==> config.mk <==
export PLATFORM = sky130hd
export DESIGN_NAME = sync_fifo_param
export DESIGN_NICKNAME = d
export VERILOG_FILES = /design/src/rtl/fifo_pkg.sv /design/src/rtl/fifo_mem.sv /design/src/rtl/sync_fifo_param.sv
export SDC_FILE = /design/constraint.sdc
export NUM_CORES = 1
export LEC_CHECK = 0
export CORE_MARGIN = 3
export CORE_UTILIZATION = 35
export DETAILED_ROUTE_END_ITERATION = 7
export PLACE_DENSITY_LB_ADDON = 0.2
export SETUP_SLACK_MARGIN = 0.4
export SLEW_MARGIN = 5
export SYNTH_ARGS = -nofsm -noshare
export SYNTH_HDL_FRONTEND = slang
export SYNTH_SLANG_ARGS = --single-unit
==> constraint.sdc <==
create_clock -name clk -period 7 [get_ports clk]
set_input_delay 0.7 -clock clk [delete_from_list [all_inputs] [get_ports clk]]
set_output_delay 0.7 -clock clk [all_outputs]
set_load 0.01 [all_outputs]
==> src/rtl/fifo_pkg.sv <==
// Shared helpers for the parametrised single-clock FIFO: pointer sizing,
// the occupancy arithmetic type and elaboration-time parameter checks.
package fifo_pkg;

  localparam int unsigned MAX_PTR_W = 16;

  // Wide enough for any supported DEPTH; narrowed to the real width at the top.
  typedef logic [MAX_PTR_W-1:0] count_t;

  function automatic int unsigned ptr_w(input int unsigned depth);
    return $clog2(depth) + 1;
  endfunction

  function automatic bit is_pow2(input int unsigned v);
    return (v != 0) && ((v & (v - 1)) == 0);
  endfunction

endpackage

`define FIFO_ELAB_CHECK(label, cond, msg) \
  if (!(cond)) begin : label \
    $error(msg); \
  end

==> src/rtl/fifo_mem.sv <==
// Simple dual-port storage: one write port, one registered read port.
module fifo_mem #(
  parameter int unsigned DATA_W = 8,
  parameter int unsigned DEPTH  = 16,
  parameter int unsigned AW     = $clog2(DEPTH)
) (
  input  logic              clk,
  input  logic              rst,
  input  logic              we,
  input  logic [AW-1:0]     waddr,
  input  logic [DATA_W-1:0] wdata,
  input  logic              re,
  input  logic [AW-1:0]     raddr,
  output logic [DATA_W-1:0] rdata
);

  logic [DATA_W-1:0] mem [DEPTH];

  // Storage array is never reset; only the output register is.
  always_ff @(posedge clk) begin
    if (we) mem[waddr] <= wdata;
  end

  always_ff @(posedge clk) begin
    if (rst)     rdata <= '0;
    else if (re) rdata <= mem[raddr];
  end

endmodule

==> src/rtl/sync_fifo_param.sv <==
// Single-clock FIFO: pointers, occupancy count, threshold flags and
// one-cycle overflow/underflow/read-valid pulses around fifo_mem.
module sync_fifo_param
  import fifo_pkg::*;
#(
  parameter int unsigned DATA_W    = 8,
  parameter int unsigned DEPTH     = 16,
  parameter int unsigned AF_THRESH = DEPTH - 2,
  parameter int unsigned AE_THRESH = 2
) (
  input  logic                     clk,
  input  logic                     rst,
  input  logic                     wr_en,
  input  logic [DATA_W-1:0]        wr_data,
  input  logic                     rd_en,
  output logic [DATA_W-1:0]        rd_data,
  output logic                     rd_valid,
  output logic                     full,
  output logic                     empty,
  output logic                     almost_full,
  output logic                     almost_empty,
  output logic [$clog2(DEPTH):0]   count,
  output logic                     overflow,
  output logic                     underflow
);

  localparam int unsigned PW = ptr_w(DEPTH);
  localparam int unsigned AW = PW - 1;

  `FIFO_ELAB_CHECK(g_chk_depth, is_pow2(DEPTH) && (DEPTH >= 4), "DEPTH must be a power of two and at least 4")
  `FIFO_ELAB_CHECK(g_chk_thresh, (AE_THRESH < AF_THRESH) && (AF_THRESH <= DEPTH), "need AE_THRESH < AF_THRESH <= DEPTH")
  `FIFO_ELAB_CHECK(g_chk_width, PW <= MAX_PTR_W, "DEPTH too large for count_t")

  logic [PW-1:0] wr_ptr, rd_ptr, cnt_q;
  logic          wr_acc, rd_acc;
  count_t        cnt_nxt;

  // Flags come from the registered count, so acceptance sees start-of-cycle state.
  assign full         = (cnt_q == PW'(DEPTH));
  assign empty        = (cnt_q == '0);
  assign almost_full  = (cnt_q >= PW'(AF_THRESH));
  assign almost_empty = (cnt_q <= PW'(AE_THRESH));
  assign count        = cnt_q;

  assign wr_acc  = wr_en & ~full;
  assign rd_acc  = rd_en & ~empty;
  assign cnt_nxt = count_t'(cnt_q) + count_t'(wr_acc) - count_t'(rd_acc);

  always_ff @(posedge clk) begin
    if (rst) begin
      wr_ptr    <= '0;
      rd_ptr    <= '0;
      cnt_q     <= '0;
      rd_valid  <= 1'b0;
      overflow  <= 1'b0;
      underflow <= 1'b0;
    end else begin
      if (wr_acc) wr_ptr <= wr_ptr + 1'b1;
      if (rd_acc) rd_ptr <= rd_ptr + 1'b1;
      cnt_q     <= cnt_nxt[PW-1:0];
      rd_valid  <= rd_acc;
      overflow  <= wr_en & full;
      underflow <= rd_en & empty;
    end
  end

  // Wrap bits are kept for lap tracking/debug; occupancy is carried by cnt_q.
  logic wrap_unused;
  assign wrap_unused = wr_ptr[PW-1] ^ rd_ptr[PW-1] ^ (|cnt_nxt[MAX_PTR_W-1:PW]);

  fifo_mem #(
    .DATA_W (DATA_W),
    .DEPTH  (DEPTH),
    .AW     (AW)
  ) u_mem (
    .clk   (clk),
    .rst   (rst),
    .we    (wr_acc & ~rst),
    .waddr (wr_ptr[AW-1:0]),
    .wdata (wr_data),
    .re    (rd_acc & ~rst),
    .raddr (rd_ptr[AW-1:0]),
    .rdata (rd_data)
  );

endmodule

==> flow_summary.toml, run 1 <==
[routing]
routedWlPerCell_um = 20.9
drt-pass1-iter-count = 4
drtAntennaViolNets = 0
wl_met3_um = 810
drtIter0Drc = 166
wirelength_mm = 12.7
vias = 3072
vias_per_cell = 5.04
top_layer = "met4"
route.met2.wl_mm = 5.67
wl_met1_mm = 6.13
route.detailed.drc = 0

[yosys]
synth_edf_count = 128
yosysSeqAreaShare_pct = 69.4
synth_cell_types = 36
async_flop_share_pct = 0
synth_top_cells_by_area = "edfxtp_1 62%, mux4_1 11%, dfxtp_1 7.7%"
yosys_most_used_dff = "edfxtp_1"
synthesis.nets = 365
synth.largest_area_cell = "edfxtp_1"
synth_cells = 336
syn_area_per_cell_sq_um = 18.6
netlist_area_sq_mm = 0.00623
ys.warnings.count = 0
synth-seq-cells = 152
synth_top_cell_area_share_pct = 61.7

[setup_path]
crit_path_cell_trace = "clkdlybuf4s50_1, nor3b_2, nand2_1, nor3_1"
start_kind = "primary input"
crit_required_ns = 7.02
cp_max_fo = 27
cpPeakStageDelay_ns = 0.98
end_kind = "flip-flop"
crit_type = "primary input to flip-flop"
slowest_stage = "nor3_1"
arrival_ns = 3.29

[floorplan]
die_h_um = 139
ioPinCount = 32
std_cell_rows = 48
core_sq_mm = 0.0174
initial_core_util_pct = 35.9
fp.dieW_um = 139
die-area_sq_mm = 0.0194

[place]
place_worst_setup_slack_ns = 3.16
hpwl_mm = 8.08
place_congestion = 0.736
io_buffers = 31
dp_cells = 578

[sta]
rsz0062_at_grt = "false"
worstMarginPinSlew_ns = 1.24
fin_ws_ns = 3.73
hold_viol = 0
slew_headroom_pct = 16.4
hold_slack_ns = 0.523
fin_tns_setup_ns = 0
finalMaxSlewViolations = 0
finClkSkew_ns = 0.00809
max_freq_ghz = 0.306
period_share_pct = 46.7
fin_crit_ns = 3.27
setup_viol = 0

[run]
maxCapViolations = 0

[clocking]
clock-root-buffer = "clkbuf_16"
clock_path_buffers = 2
cts_resized = 0
cts_tree = "built"
clkTransAtPathRegs_ns = 0.06
insertion_delay_ns = 0.42
h-tree-depth = 4
postCtsHoldBufs = 0
cts_setup_buffers = 0
cts_buffers = 17
cts_sinks = 152

[finish]
nNetsFinal = 401
layout-drive-gt1-share_pct = 11.9
finalNonFillerCells = 610
antenna_cells = 0
area.growth.synth_to_final_pct = 16.9
fin_util_pct = 42.0

[outcome]
status = "finished clean"

[power_and_ir_drop]
ir_drop_uv = 181
power.density_mw_per_mm2 = 344
p_leak_nw = 2.37

[grt]
grt_pass1_vias = 3082
gr-total-overflow = 0
grt_max_degree = 36
grt_first_pass_wirelength_mm = 19.6
antenna_found_initial = 0
grtUsageTotal_pct = 13.7

[min_path]
min_path_type = "flip-flop to flip-flop"
## placed cells by master (no fill, tap or decap), types with 3 or more instances in the layout
master,n
edfxtp_1,128
clkdlybuf4s50_1,31
mux4_1,25
nor2_1,23
dfxtp_1,23
clkbuf_16,17
mux2i_1,16
ha_1,16
inv_1,12
nand2_1,10
nand3b_1,8
o221ai_1,8
mux4_2,7
a21oi_1,5
xnor2_1,5
nand3_1,5
clkinvlp_4,5
xor2_1,4
nor3_1,3
clkinv_4,3
## cells in the mapped netlist (2+ instances only)
cell type,number
a21oi_1,5
and3_1,2
buf_2,3
buf_4,3
buf_6,4
clkbuf_1,5
dfxtp_1,24
edfxtp_1,128
ha_1,16
inv_1,12
mux2i_1,16
mux4_1,25
mux4_2,7
nand2_1,10
nand2b_1,2
nand3_1,5
nand3b_1,8
nor2_1,23
nor2b_1,2
nor3_1,4
nor3b_1,2
o21bai_1,2
o221ai_1,8
xnor2_1,5
xor2_1,4
## worst max-delay path, delay by kind of cell
family / cells / cell delay, ns
simple gates: 3 / 1.72
buf+inv: 1 / 0.87
## metal layers
layer	up-vias	track usage, %
met2	79	19.6
met3	8	3.78
li1	1412	-
met1	1573	20.7
met5	-	0
met4	0	3.86
## sequential cells by signal, summed over array words and instances, names as in the netlist
signal and count:
u_mem.rdata 8, rd_valid 1, wr_ptr 4, rd_ptr 4, overflow 1, u_mem.mem 128
underflow 1, count 5
## layout make-up
cell class | count | area (sq um)
clock buffer | 17 | 425
clock inverter | 15 | 129
fill | 1520 | 10100
inverter | 13 | 48.8
multi-input combinational | 155 | 1750
sequential | 152 | 4330
tap | 225 | 282
timing repair buffer | 33 | 325
## power by group
part	total (mW)	internal [mW]	leakage, nW	switching, mW
clock network	0.848	0.488	0.257	0.360
registers	1.07	1.03	1.35	0.0435
logic	0.587	0.294	0.761	0.293
total	2.51	1.81	2.37	0.696
## per-stage QoR
stage,power [mW],instance area [sq um]
6_report,2.51,7280
3_3_place_gp,1.69,6730
5_1_grt,2.64,7280
2_1_floorplan,1.49,6230
4_1_cts,2.55,7280
3_5_place_dp,1.69,6730
## final timing paths
check | start | to | slack, ns | depth (start not counted)
max | rst | u_mem.mem[0][0] | 3.73 | 4
min | wr_ptr[1] | wr_ptr[1] | 0.52 | 2
max reg2reg | count[2] | u_mem.mem[0][0] | 3.97 | 7
min reg2reg | wr_ptr[1] | wr_ptr[1] | 0.52 | 2
## cells by family after synthesis
group | after synthesis | synth area share, %
AOI/OAI and AO/OA | 17 | 1.97
xor gates and xnor gates | 9 | 1.26
adders and majority gates | 17 | 3.53
buffers and inverters | 29 | 2.65
DFF | 152 | 69.4
muxes | 48 | 15.6
and+or+nand+nor | 64 | 5.58
No activity file was read; power rests on OpenSTA's default activity.
==> run 2: changes to the inputs <==
Clock period 7 ns to 2.8 ns, I/O delays scaled along.
==> run 2 against run 1 <==
Net effect: critical path depth up 10; largest cell class unchanged; critical endpoint is now count[4]; utilization is 1.8 points higher; sequential power rose to 2.5 times the previous value; design area increased by 4.2%; setup slack worse by 3.4 ns.
==> flow_summary.toml, run 2 (same netlist as run 1, synthesis figures left out) <==
[outcome]
status = "finished clean"

[power_and_ir_drop]
p_clk_share_pct = 33.8
ir_drop_uv = 440
seqPwrFrac_pct = 42.5
power.density_mw_per_mm2 = 844
p_sw_share_pct = 26.5
p_int_mw = 4.71
combPwrFrac_pct = 23.6
power.switching_mw = 1.70
p_leak_nw = 2.55

[clocking]
postCtsHoldBufs = 0
cts_tree = "built"
insertion_delay_ns = 0.42
cts_buffers = 17
clkTransAtPathRegs_ns = 0.06
clock-root-buffer = "clkbuf_16"
cts_sinks = 152
h-tree-depth = 4
clock_path_buffers = 2

[sta]
setup_viol = 0
fin_crit_ns = 2.46
rsz0062_at_grt = "true"
finClkSkew_ns = 0.00587
finalMaxSlewViolations = 0
worstMarginPinSlew_ns = 0.560
slew_headroom_pct = 62.5
max_freq_ghz = 0.406
hold_viol = 0
hold_slack_ns = 0.519
period_share_pct = 87.9
fin_tns_setup_ns = 0

[floorplan]
die_h_um = 139
core_sq_mm = 0.0174
std_cell_rows = 48
fp.dieW_um = 139
die-area_sq_mm = 0.0194
ioPinCount = 32
initial_core_util_pct = 35.9

[run]
maxCapViolations = 0

[setup_path]
end_kind = "flip-flop"
crit_type = "flip-flop to flip-flop"
crit_required_ns = 3.10
arrival_ns = 2.76
cp_max_fo = 4
start_kind = "flip-flop"

[min_path]
min_path_type = "flip-flop to flip-flop"

[place]
place_congestion = 0.755
io_buffers = 31
hpwl_mm = 8.22

[grt]
grt_pass1_vias = 3175
grt_max_degree = 27
grtUsageTotal_pct = 13.5
gr-total-overflow = 0
grt_first_pass_wirelength_mm = 19.3
antenna_found_initial = 0

[finish]
area.growth.synth_to_final_pct = 21.7
largest_reg_flops = 128
antenna_cells = 0
final_common_cell = "edfxtp_1"
nNetsFinal = 432
layout-drive-gt1-share_pct = 20.0
final_cell_mix = "128 x edfxtp_1, 32 x buf_4, 30 x clkdlybuf4s50_1, 25 x mux4_1, 23 x nor2_1"
regMostFlops = "u_mem.mem"

[routing]
wirelength_mm = 12.6
vias_per_cell = 4.95
drtAntennaViolNets = 0
vias = 3174
routedWlPerCell_um = 19.6
route.detailed.drc = 0
drtIter0Drc = 220
drt-pass1-iter-count = 4
## run 2: critical path, cell delays in order (launching register included)
cell and delay (ns):
dfxtp_4 0.36, inv_4 0.07, ha_4 0.13, or4b_4 0.48
nand2_4 0.10, inv_4 0.05, ha_4 0.20, inv_2 0.05
ha_4 0.12, inv_2 0.03, fa_2 0.34, o21bai_1 0.13
a21oi_1 0.09, xnor2_1 0.13, nor2_1 0.05
## run 2: what timing repair did
action / in CTS / in global routing
pin swaps: 4 / 0
setup endpoints to repair: 1 / 1
gates cloned: 0 / 0
gates resized for setup: 1 / 0
buffers inserted: 1 / 0
## run 2: final timing paths
kind	start	end	slack [ns]	depth (start not counted)
hold reg to reg	u_mem.rdata[4]	u_mem.rdata[4]	0.52	2
setup reg to reg	count[3]	count[4]	0.34	14
hold / removal	u_mem.rdata[4]	u_mem.rdata[4]	0.52	2
setup / recovery	count[3]	count[4]	0.34	14
## run 2: area by class of cell
cell class,count,area [sq um]
timing repair buffer,64,569
inverter,13,56.3
clock inverter,12,128
multi-input combinational,155,1780
fill,1535,9770
sequential,152,4330
clock buffer,20,437
tap,225,282
## run 2: power by group through the flow
stage / Sequential, mW / Combinational [mW] / Clock, mW
after floorplan: 2.75 / 1.03 / 0
after global placement: 2.77 / 1.51 / 0
after detailed placement: 2.77 / 1.53 / 0
after CTS: 2.73 / 1.54 / 2.22
after global routing: 2.75 / 1.66 / 2.33
final: 2.72 / 1.51 / 2.17
## run 2: per-stage QoR
step / power [mW] / instances / util (%) / area, sq um / worst slack (ns)
2_1_floorplan: 3.78 / 336 / - / 6290 / 0.343
3_3_place_gp: 4.28 / 608 / 40.4 / 7020 / 0.291
3_5_place_dp: 4.30 / 608 / 40.4 / 7020 / 0.259
4_1_cts: 6.49 / 641 / 43.7 / 7590 / 0.319
5_1_grt: 6.73 / 641 / 43.7 / 7590 / 0.167
6_report: 6.40 / 641 / 43.7 / 7590 / 0.339
## run 2: metal layers
metal / share of wire (%) / track usage (%)
met3: 5.2 / 3.68
met1: 47 / 19.2
met2: 46 / 20.3
met5: 0 / 0
met4: 1.1 / 4.02
